--- src/rtl/ucie_ctl_adapter_pkg.sv ---
// Shared types for the adapter RDI path: PHY state encodings, TX FSM states and counter widths.
package ucie_ctl_adapter_pkg;

  typedef enum logic [3:0] {
    RESET        = 4'b0000,
    ACTIVE       = 4'b0001,
    ACTIVE_PMNAK = 4'b0011,
    L1           = 4'b0100,
    L2           = 4'b1000,
    LINKRESET    = 4'b1001,
    LINKERROR    = 4'b1010,
    RETRAIN      = 4'b1011,
    DISABLED     = 4'b1100
  } rdi_state_e;

  typedef enum logic [1:0] {
    IDLE,
    RUN,
    FLUSH
  } tx_fsm_e;

  localparam int DROP_CNT_W = 16;

  function automatic logic flush_req(input rdi_state_e sts, input logic flush);
    return flush || (sts == LINKERROR);
  endfunction

endpackage

--- src/rtl/ucie_ctl_sync_fifo.sv ---
// Generic synchronous FIFO: registered count, 1-cycle write-to-head latency, head reads 0 when empty.
// Push is ignored when full and pop when empty, so callers cannot corrupt the pointers.
module ucie_ctl_sync_fifo
  import ucie_ctl_adapter_pkg::*;
#(
  parameter int WIDTH = 64,
  parameter int DEPTH = 4
) (
  input  logic                   i_clk,
  input  logic                   i_rst,
  input  logic                   i_push,
  input  logic                   i_pop,
  input  logic [WIDTH-1:0]       i_data,
  output logic [WIDTH-1:0]       o_data,
  output logic [$clog2(DEPTH):0] o_count,
  output logic                   o_full,
  output logic                   o_empty
);

  localparam int AW = $clog2(DEPTH);
  localparam int CW = AW + 1;

  logic [WIDTH-1:0] mem_q [DEPTH];
  logic [AW-1:0]    wr_ptr_q, rd_ptr_q;
  logic [CW-1:0]    count_q;
  logic             push_ok, pop_ok;

  assign o_empty = (count_q == '0);
  assign o_full  = (count_q == CW'(DEPTH));
  assign push_ok = i_push && !o_full;
  assign pop_ok  = i_pop && !o_empty;

  always_ff @(posedge i_clk or posedge i_rst) begin
    if (i_rst) begin
      wr_ptr_q <= '0;
      rd_ptr_q <= '0;
      count_q  <= '0;
    end else begin
      if (push_ok) wr_ptr_q <= wr_ptr_q + AW'(1);
      if (pop_ok)  rd_ptr_q <= rd_ptr_q + AW'(1);
      count_q <= count_q + CW'(push_ok) - CW'(pop_ok);
    end
  end

  // Storage is never read while empty, so it needs no reset.
  always_ff @(posedge i_clk) begin
    if (push_ok) mem_q[wr_ptr_q] <= i_data;
  end

  assign o_data  = o_empty ? '0 : mem_q[rd_ptr_q];
  assign o_count = count_q;

endmodule

--- src/rtl/ucie_ctl_adapter_rdi_tx.sv ---
// RDI TX stage: buffers protocol flits and presents them to the PHY one cycle after push while in RUN; ready drops when full or flushing.
// Optional macro UCIE_CTL_RDI_TX_STATS_EN builds the o_tx_flit_cnt transfer counter (port tied to 0 otherwise).
module ucie_ctl_adapter_rdi_tx
  import ucie_ctl_adapter_pkg::*;
#(
  parameter int NBYTES = 8,
  parameter int DEPTH  = 4
) (
  input  logic                    i_clk,
  input  logic                    i_rst,
  input  logic                    i_pr_valid,
  input  logic [NBYTES*8-1:0]     i_pr_data,
  output logic                    o_pr_ready,
  input  logic [3:0]              i_rdi_pl_state_sts,
  input  logic                    i_rdi_pl_trdy,
  input  logic                    i_flush,
  output logic                    o_rdi_lp_irdy,
  output logic                    o_rdi_lp_valid,
  output logic [NBYTES*8-1:0]     o_rdi_lp_data,
  output logic [$clog2(DEPTH):0]  o_fifo_count,
  output logic [DROP_CNT_W-1:0]   o_drop_cnt,
  output logic [31:0]             o_tx_flit_cnt
);

  localparam int CW = $clog2(DEPTH) + 1;

  tx_fsm_e                state_q, state_d;
  rdi_state_e             sts;
  logic                   rdy_en_q;
  logic [DROP_CNT_W-1:0]  drop_cnt_q, drop_cnt_d;
  logic                   fifo_push, fifo_pop, fifo_full, fifo_empty;
  logic [CW-1:0]          fifo_count;
  logic                   go_flush, xfer, drop;

  assign sts      = rdi_state_e'(i_rdi_pl_state_sts);
  assign go_flush = flush_req(sts, i_flush);

  // rdy_en_q keeps ready low while reset is held and for the release cycle.
  assign o_pr_ready     = rdy_en_q && !fifo_full && (state_q != FLUSH) && !i_flush;
  assign o_rdi_lp_valid = (state_q == RUN) && !fifo_empty;
  assign o_rdi_lp_irdy  = o_rdi_lp_valid;

  assign xfer      = o_rdi_lp_valid && i_rdi_pl_trdy;
  assign drop      = (state_q == FLUSH) && !fifo_empty;
  assign fifo_push = i_pr_valid && o_pr_ready;
  assign fifo_pop  = xfer || drop;

  ucie_ctl_sync_fifo #(
    .WIDTH (NBYTES*8),
    .DEPTH (DEPTH)
  ) u_fifo (
    .i_clk   (i_clk),
    .i_rst   (i_rst),
    .i_push  (fifo_push),
    .i_pop   (fifo_pop),
    .i_data  (i_pr_data),
    .o_data  (o_rdi_lp_data),
    .o_count (fifo_count),
    .o_full  (fifo_full),
    .o_empty (fifo_empty)
  );

  always_comb begin
    state_d    = state_q;
    drop_cnt_d = drop_cnt_q;
    case (state_q)
      IDLE: begin
        if (go_flush)           state_d = FLUSH;
        else if (sts == ACTIVE) state_d = RUN;
      end
      RUN: begin
        if (go_flush)           state_d = FLUSH;
        else if (sts != ACTIVE) state_d = IDLE;
      end
      FLUSH: begin
        if (fifo_empty || (fifo_count == CW'(1) && drop)) state_d = IDLE;
      end
      default: state_d = IDLE;
    endcase
    if (drop && (drop_cnt_q != '1)) drop_cnt_d = drop_cnt_q + DROP_CNT_W'(1);
  end

  always_ff @(posedge i_clk or posedge i_rst) begin
    if (i_rst) begin
      state_q    <= IDLE;
      rdy_en_q   <= 1'b0;
      drop_cnt_q <= '0;
    end else begin
      state_q    <= state_d;
      rdy_en_q   <= 1'b1;
      drop_cnt_q <= drop_cnt_d;
    end
  end

  assign o_fifo_count = fifo_count;
  assign o_drop_cnt   = drop_cnt_q;

`ifdef UCIE_CTL_RDI_TX_STATS_EN
  logic [31:0] tx_flit_cnt_q;

  always_ff @(posedge i_clk or posedge i_rst) begin
    if (i_rst)     tx_flit_cnt_q <= '0;
    else if (xfer) tx_flit_cnt_q <= tx_flit_cnt_q + 32'd1;
  end

  assign o_tx_flit_cnt = tx_flit_cnt_q;
`else
  assign o_tx_flit_cnt = '0;
`endif

endmodule

--- config.mk ---
export PLATFORM = sky130hd
export DESIGN_NAME = ucie_ctl_adapter_rdi_tx
export DESIGN_NICKNAME = d
export VERILOG_FILES = /design/src/rtl/ucie_ctl_adapter_pkg.sv /design/src/rtl/ucie_ctl_sync_fifo.sv /design/src/rtl/ucie_ctl_adapter_rdi_tx.sv
export SDC_FILE = /design/constraint.sdc
export NUM_CORES = 1
export LEC_CHECK = 0
export ABC_AREA = 1
export BUFFER_PORTS_ARGS = -buffer_cell sky130_fd_sc_hd__buf_2
export CORE_MARGIN = 2
export CORE_UTILIZATION = 54
export DETAILED_ROUTE_END_ITERATION = 10
export GPL_ROUTABILITY_DRIVEN = 0
export GPL_TIMING_DRIVEN = 1
export PLACE_DENSITY = 0.77
export SLEW_MARGIN = 0
export SYNTH_ARGS = -nofsm -noshare
export SYNTH_HDL_FRONTEND = slang
export SYNTH_SLANG_ARGS = --single-unit
export TNS_END_PERCENT = 5
--- constraint.sdc ---
create_clock -name i_clk -period 12.8 [get_ports i_clk]
set_input_delay 1.28 -clock i_clk [delete_from_list [all_inputs] [get_ports i_clk]]
set_output_delay 1.28 -clock i_clk [all_outputs]
set_load 0.01 [all_outputs]
## Word level (Yosys, flattened, before mapping)

Memories as Yosys holds them, arrays and structs flattened.
Cells that the tools add are included.

- Memories: 1
- Bits in registers: 26
- Bits of input ports: 73
- Output and inout bits: 118
- Memory bits (writable): 256

- Equality and inequality tests: 12
- Reductions and logical operators: 20
- Add/sub/neg operators: 5
- Muxes and demuxes: 9

Memory list:

| memory | depth | bits a word | rd ports | clocked after Yosys merged registers in | write ports | line | text |
|---|---|---|---|---|---|---|---|
| u_fifo.mem_q | 4 | 64 | 1 | 0 | 1 | ucie_ctl_sync_fifo.sv:23 | `logic [WIDTH-1:0] mem_q [DEPTH];` |

Operator list:

| cell | count |
|---|---|
| 64-bit 2-to-1 mux | 1 |
| 16-bit by 1-bit adder with 16-bit output, second input constant | 1 |
| 16-bit != test, second input constant | 1 |
| 1-bit logical AND | 11 |
| 2-bit 2-to-1 mux | 5 |
| 2-bit one-hot mux with 3 select lines | 1 |
| 2-bit by 1-bit adder with 2-bit output, second input constant | 2 |
| 4-bit by 1-bit equality test with 1-bit output, second input constant | 1 |
| 4-bit equality test, second input constant | 1 |
| 4-bit by 1-bit != test with 1-bit output, second input constant | 1 |
| 3-bit by 1-bit adder with 3-bit output | 1 |
| 3-bit by 1-bit equality test with 1-bit output, second input constant | 1 |
| 3-bit equality test, second input constant | 1 |
| 1-bit logical NOT | 3 |
| 3-bit logical NOT | 1 |
| 1-bit logical OR | 3 |
| 3-bit by 2-bit != test with 1-bit output, second input constant | 1 |
| 3-bit != test, second input constant | 1 |
| 3-bit AND reduction | 1 |
| 3-bit by 1-bit subtractor with 3-bit output | 1 |
| 2-bit by 1-bit equality test with 1-bit output, second input constant | 1 |
| 2-bit equality test, second input constant | 1 |
| 2-bit logical NOT | 1 |
| 1-bit 2-to-1 mux | 2 |
| 2 further kinds | 2 |

## Longest topological paths before layout

- Depth in word-level cells: 9
- Gate-level depth with buffers: 10
- Mapped depth without buffers: 10

## Modules after synthesis

Synthesis repeated with hierarchy kept, for this count alone.

- Cell total of the unflattened synthesis: 1,267
- Area total of the unflattened synthesis: 12,771.0 sq um

Modules (own cells, without submodules):

| module | area each (sq um) | instances | cells an instance |
|---|---|---|---|
| ucie_ctl_sync_fifo | 11,322.1 | 1 | 1,064 |
| ucie_ctl_adapter_rdi_tx | 1,448.9 | 1 | 203 |

## Least setup slack after synthesis

OpenSTA, ideal clock, no wires.

- Path kind: input -> register
- From: input port i_flush
- To: memory u_fifo.mem_q[0][0] (enable)
- Stages: 3
- Path buffers: 0
- Setup time: 487 ps
- Setup slack: 7,905 ps
- Arrival time: 4,409 ps
- Cell sequence: nor3_1 nand3_1 nor2_1

- Cells in the longest elaborated chain, start to end: 6

Ends and longest elaborated chain:

| item | line | text |
|---|---|---|
| from (decl) | ucie_ctl_adapter_rdi_tx.sv:16 | `input logic i_flush,` |
| 1-bit logical NOT | ucie_ctl_adapter_rdi_tx.sv:39 | `assign o_pr_ready = rdy_en_q && !fifo_full && (state_q != FLUSH) && !i_flush;` |
| 1-bit logical AND | ucie_ctl_adapter_rdi_tx.sv:39 |  |
| 1-bit logical AND | ucie_ctl_adapter_rdi_tx.sv:45 | `assign fifo_push = i_pr_valid && o_pr_ready;` |
| 1-bit logical AND | ucie_ctl_sync_fifo.sv:30 | `assign push_ok = i_push && !o_full;` |
| 1-bit 2-to-1 mux | ucie_ctl_sync_fifo.sv:47 | `if (push_ok) mem_q[wr_ptr_q] <= i_data;` |
| 1-bit 2-to-1 mux (not written as such) | ucie_ctl_sync_fifo.sv:47 |  |
| to (decl) | ucie_ctl_sync_fifo.sv:23 |  |

No other way between the ends.

## Final worst setup path

- From: register u_fifo.rd_ptr_q[0]
- To: output port o_rdi_lp_data[34]

- Cells in the longest elaborated chain, start to end: 2

Ends and longest elaborated chain:

| item | line | text |
|---|---|---|
| from (decl) | ucie_ctl_sync_fifo.sv:24 | `logic [AW-1:0] wr_ptr_q, rd_ptr_q;` |
| from (signal assigned) | ucie_ctl_sync_fifo.sv:40 | `if (pop_ok) rd_ptr_q <= rd_ptr_q + AW'(1);` |
| memory 4 x 64 bit | n/a |  |
| 64-bit 2-to-1 mux | ucie_ctl_sync_fifo.sv:50 | `assign o_data = o_empty ? '0 : mem_q[rd_ptr_q];` |
| to (decl) | ucie_ctl_adapter_rdi_tx.sv:19 | `output logic [NBYTES*8-1:0] o_rdi_lp_data,` |

No other way between the ends.

==> results.md <==
- The number of global-route vias before repair came to 7455.
- The sequential power share is 38.3%.
- The leading cell type by number of instances after synthesis is nor2_1.
- In the synthesized netlist, mux cells make up 0% of the area.
- During synthesis, Yosys emitted a total of 0 warnings.
- After Yosys synthesis, full adders, half adders and majority gates account for 0.920% of the synthesized area.
- The netlist uses 28 different library cells.
- During placement, the flow inserted port buffers numbering 158.
- After Yosys synthesis, and, or, nand and nor cells account for 12.8% of the synthesized area.
- The run finished with clean final reports.
- The routed design uses 2.07 mm of met3 wire.
- The share of flip-flops with an asynchronous set or reset after synthesis is 9.22%.
- Hold repair after CTS inserted 0 buffers.
- The total standard cell area after synthesis is 0.0117 mm^2.
- The layout overhead on the synthesized area is 15.2%.
- The required arrival time at the worst endpoint is 11.52 ns.
- The HPWL after detailed placement is 14.0 mm.
- After detailed routing, the wire length on met1 is 10.2 mm.
- The cell total after placement is 1393.
- The critical path goes through clkinv_2, buf_4, o21ai_0, a21oi_1, buf_2.
- The worst-case IR drop observed on VDD is 0.171 mV.
- The clock latency on the worst-skew pair is 0.55 ns.
- The wire length on met2 is 11.8 mm.
- The final-layout setup total negative slack is 0 ns.
- Post-CTS timing repair inserted 0 buffers for setup.
- Setup repair after global routing left no endpoint under its margin.
- The post-detailed-route via-to-cell ratio is 5.31.
- For the final database, setup skew stands at 0.0238 ns.
- In this run the remaining antenna-violating nets after routing total 0.
- The TritonCTS clock tree is built.
- The highest-delay cell along the critical path is dfrtp_4.
- The placed instances occupy a cell area of 0.0126 mm^2.
- The number of I/O pins is 191.
- Internal power comes to 1.86 mW.
- The worst setup path is launched from a flip-flop.
- The total area inside the core boundary comes to 0.0212 mm^2.
- Of all nets on the critical path, the largest fanout is 70.
- The power density over the cells is 216 mW/mm^2.
- The number of antenna violations at the first check in global routing is 5.
- The die covers 0.0229 mm^2.
- The dominant register cell in the synthesized netlist is edfxtp_1.
- On the critical path the largest part of the delay comes from buffers and inverters.
- The uppermost metal layer occupied by signal nets is met5.
- CTS built an H-tree with a depth of 1.
- The first detailed-routing pass ran for 5 iterations.
- Setup violations remaining at the end of the flow were counted as 0.
- The number of vias after detailed routing is 7694.
- Data on the critical path arrives at its endpoint at 3.42 ns.
- The floorplan has 53 rows.
- For the pin with the worst max-slew slack, the measured transition is 0.989 ns.
- The fraction of power consumed by combinational cells is 34.4%.
- In this design, the stage delay of the slowest critical-path cell is 0.86 ns.
- edfxtp_1 takes more of the synthesized area than any other cell.
- The number of nets in the finished design is 1229.
- For this run, the register share of the synthesized area comes to 71.3%.
- By area, the combinational part of the netlist is dominated by simple AND/OR/NAND/NOR gates.
- The clock-pin slew on the worst setup and hold paths is 0.06 ns.
- Counting both buffers and inverters, the worst setup path holds a total of 3.
- The width of the die is 151 um.
- In the post-synthesis netlist, the biggest area contributors are edfxtp_1 66%, nor2_1 8.8%, o21ai_0 5.8%.
- For this design the static power due to leakage is 5.06 nW.
- The total of flip-flops plus latches after synthesis is 282.
- The number of clock sinks is 282.
- The remaining design rule violation count is 0.
- Timing would allow up to 213 MHz.
- The cell count after synthesis is 1005.
- After clock tree synthesis, the repair step resized 0 gates.
- Net switching is 36.1% of the power.
- The synthesized design contains 256 enable-type register cells.
- The final wirelength is 24.5 mm.
- The time the worst path needs with I/O delays and setup is 4.70 ns.
- STA classifies the critical path endpoint as an output pin.
- The final count of hold timing violations is 0.
- The number of max-slew violations in the final report is 0.
- The worst pin sits at a relative slew slack of 34.0%.
- The all-layer global routing usage is 21.4%.
- For this configuration, the core starts out at a cell density of 55.3%.
- The root cell of the clock tree is clkbuf_16.
- The part of the cycle the worst path needs is 36.7%.
- The startpoint of the most critical setup path is u_fifo.rd_ptr_q[0].
- The number of maximum-capacitance violations is 0.
- The worst hold path begins at state_q[1].
- Sorting the synthesized cells by how often they occur yields 275 x nor2_1, 256 x edfxtp_1, 136 x o21ai_0.
- The synthesized netlist devotes 8.91% of its cell area to compound gates.
- The number of buffers added by the clock tree synthesis step is 28.
- Entering global routing, the biggest net connects 71 pins.
- The fraction of layout instances using a drive strength above 1 is 19.3%.
- The number of DRC markers in iteration 0 is 583.
- The xor/xnor share of the synthesized area is 0.898%.
- In this run, the clock network consumes 27.2% of the power.
- The deepest clock path buffer count is 3.
- Once layout is done, the placed cells without fillers occupy 0.0135 mm^2.
- The final instance count without filler cells is 1449.
- The mean routed wirelength per cell is 16.9 um.
- The worst hold path belongs to the class flip-flop to flip-flop.
- The area share of the leading cell type in the synthesized netlist is 65.7%.
- The launch point of the worst reg-to-reg path is state_q[1].
- The type of the worst setup path is flip-flop to output pin.
- The analysis attributes to net switching a power of 1.05 mW.
- Summed over all layers, the global routing overflow is 0.
- The first global-routing pass estimated 37.9 mm of wire.
- The floorplan die height is 151 um.
- The average cell area after synthesis is 11.6 um^2.
[state kept, by name, indices dropped and copies added (netlist names)]
signal,count
u_fifo.o_count,3
u_fifo.mem_q,256
o_drop_cnt,16
u_fifo.rd_ptr_q,2
rdy_en_q,1
state_q,2
u_fifo.wr_ptr_q,2
[routing by layer]
metal / vias up / GRT usage (%)
met1: 3672 / 28.1
met3: 36 / 5.99
met2: 287 / 35.1
li1: 3697 / -
met4: 2 / 5.93
met5: - / 0
[worst register-to-register path, delay by kind of cell (launching register included)]
family / cells / cell delay (ns)
DFF: 1 / 0.40
buffers and inverters: 2 / 0.70
and+or+nand+nor: 4 / 1.59
[final timing paths]
kind | end | slack [ns] | cells after the start
setup / recovery | o_rdi_lp_data[34] | 8.10 | 5
hold / removal | state_q[1] | 0.53 | 1
setup reg to reg | u_fifo.mem_q[2][10] | 9.71 | 6
hold reg to reg | state_q[1] | 0.53 | 1
max in group asynchronous | u_fifo.rd_ptr_q[0] | 11.11 | 2
min in group asynchronous | o_drop_cnt[10] | 0.97 | 2
[cells by family (layout without fill, tap and decap cells)]
kind of cell             Yosys count  count (layout)
adder cells (fa/ha/maj)            8               8
flip-flops                       282             282
AND/OR/NAND/NOR                  380             380
AO/OA/AOI/OAI                    205             205
XOR/XNOR                          12              12
other                              2              37
buffers and inverters            116             250
[cell type report]
cell class / count / area (um^2)
flip-flops and latches: 282 / 8340
fillers: 1617 / 7680
multi-input cells: 638 / 2910
repair buffers: 167 / 858
clock buffers: 34 / 723
well taps: 275 / 344
clock inverters: 18 / 173
inverters: 31 / 118
diodes: 4 / 10.0
[placed cells by master, fill, tap and decap left out, drive strengths merged]
cell type  count
o21bai         1
nand4          6
nor3           4
clkinv        15
clkinvlp       1
fa             1
diode          4
nand3         10
buf          167
bufinv         3
clkbuf        34
ha             7
nand2         79
xor2           4
dfrtp         26
nor2         281
edfxtp       256
inv           30
a21oi         65
o21ai        138
conb          33
xnor2          8
o211ai         1
[metrics by stage]
step	setup WS (ns)	util, %	hold WS [ns]	total power [mW]
2_1_floorplan	7.90	-	0.485	1.79
5_1_grt	7.84	63.7	0.588	3.09
3_3_place_gp	8.76	59.4	0.518	2.11
6_report	8.10	63.7	0.534	2.91
4_1_cts	8.06	63.7	0.531	2.93
3_5_place_dp	8.64	59.4	0.520	2.14
[power groups by stage]
stage | Combinational [mW] | Sequential (mW) | Clock (mW)
5_1_grt | 1.13 | 1.12 | 0.835
2_1_floorplan | 0.682 | 1.11 | 0
4_1_cts | 1.01 | 1.12 | 0.801
3_3_place_gp | 0.981 | 1.13 | 0
3_5_place_dp | 1.00 | 1.14 | 0
6_report | 1.00 | 1.12 | 0.793
(Power assumes the default switching activity.)
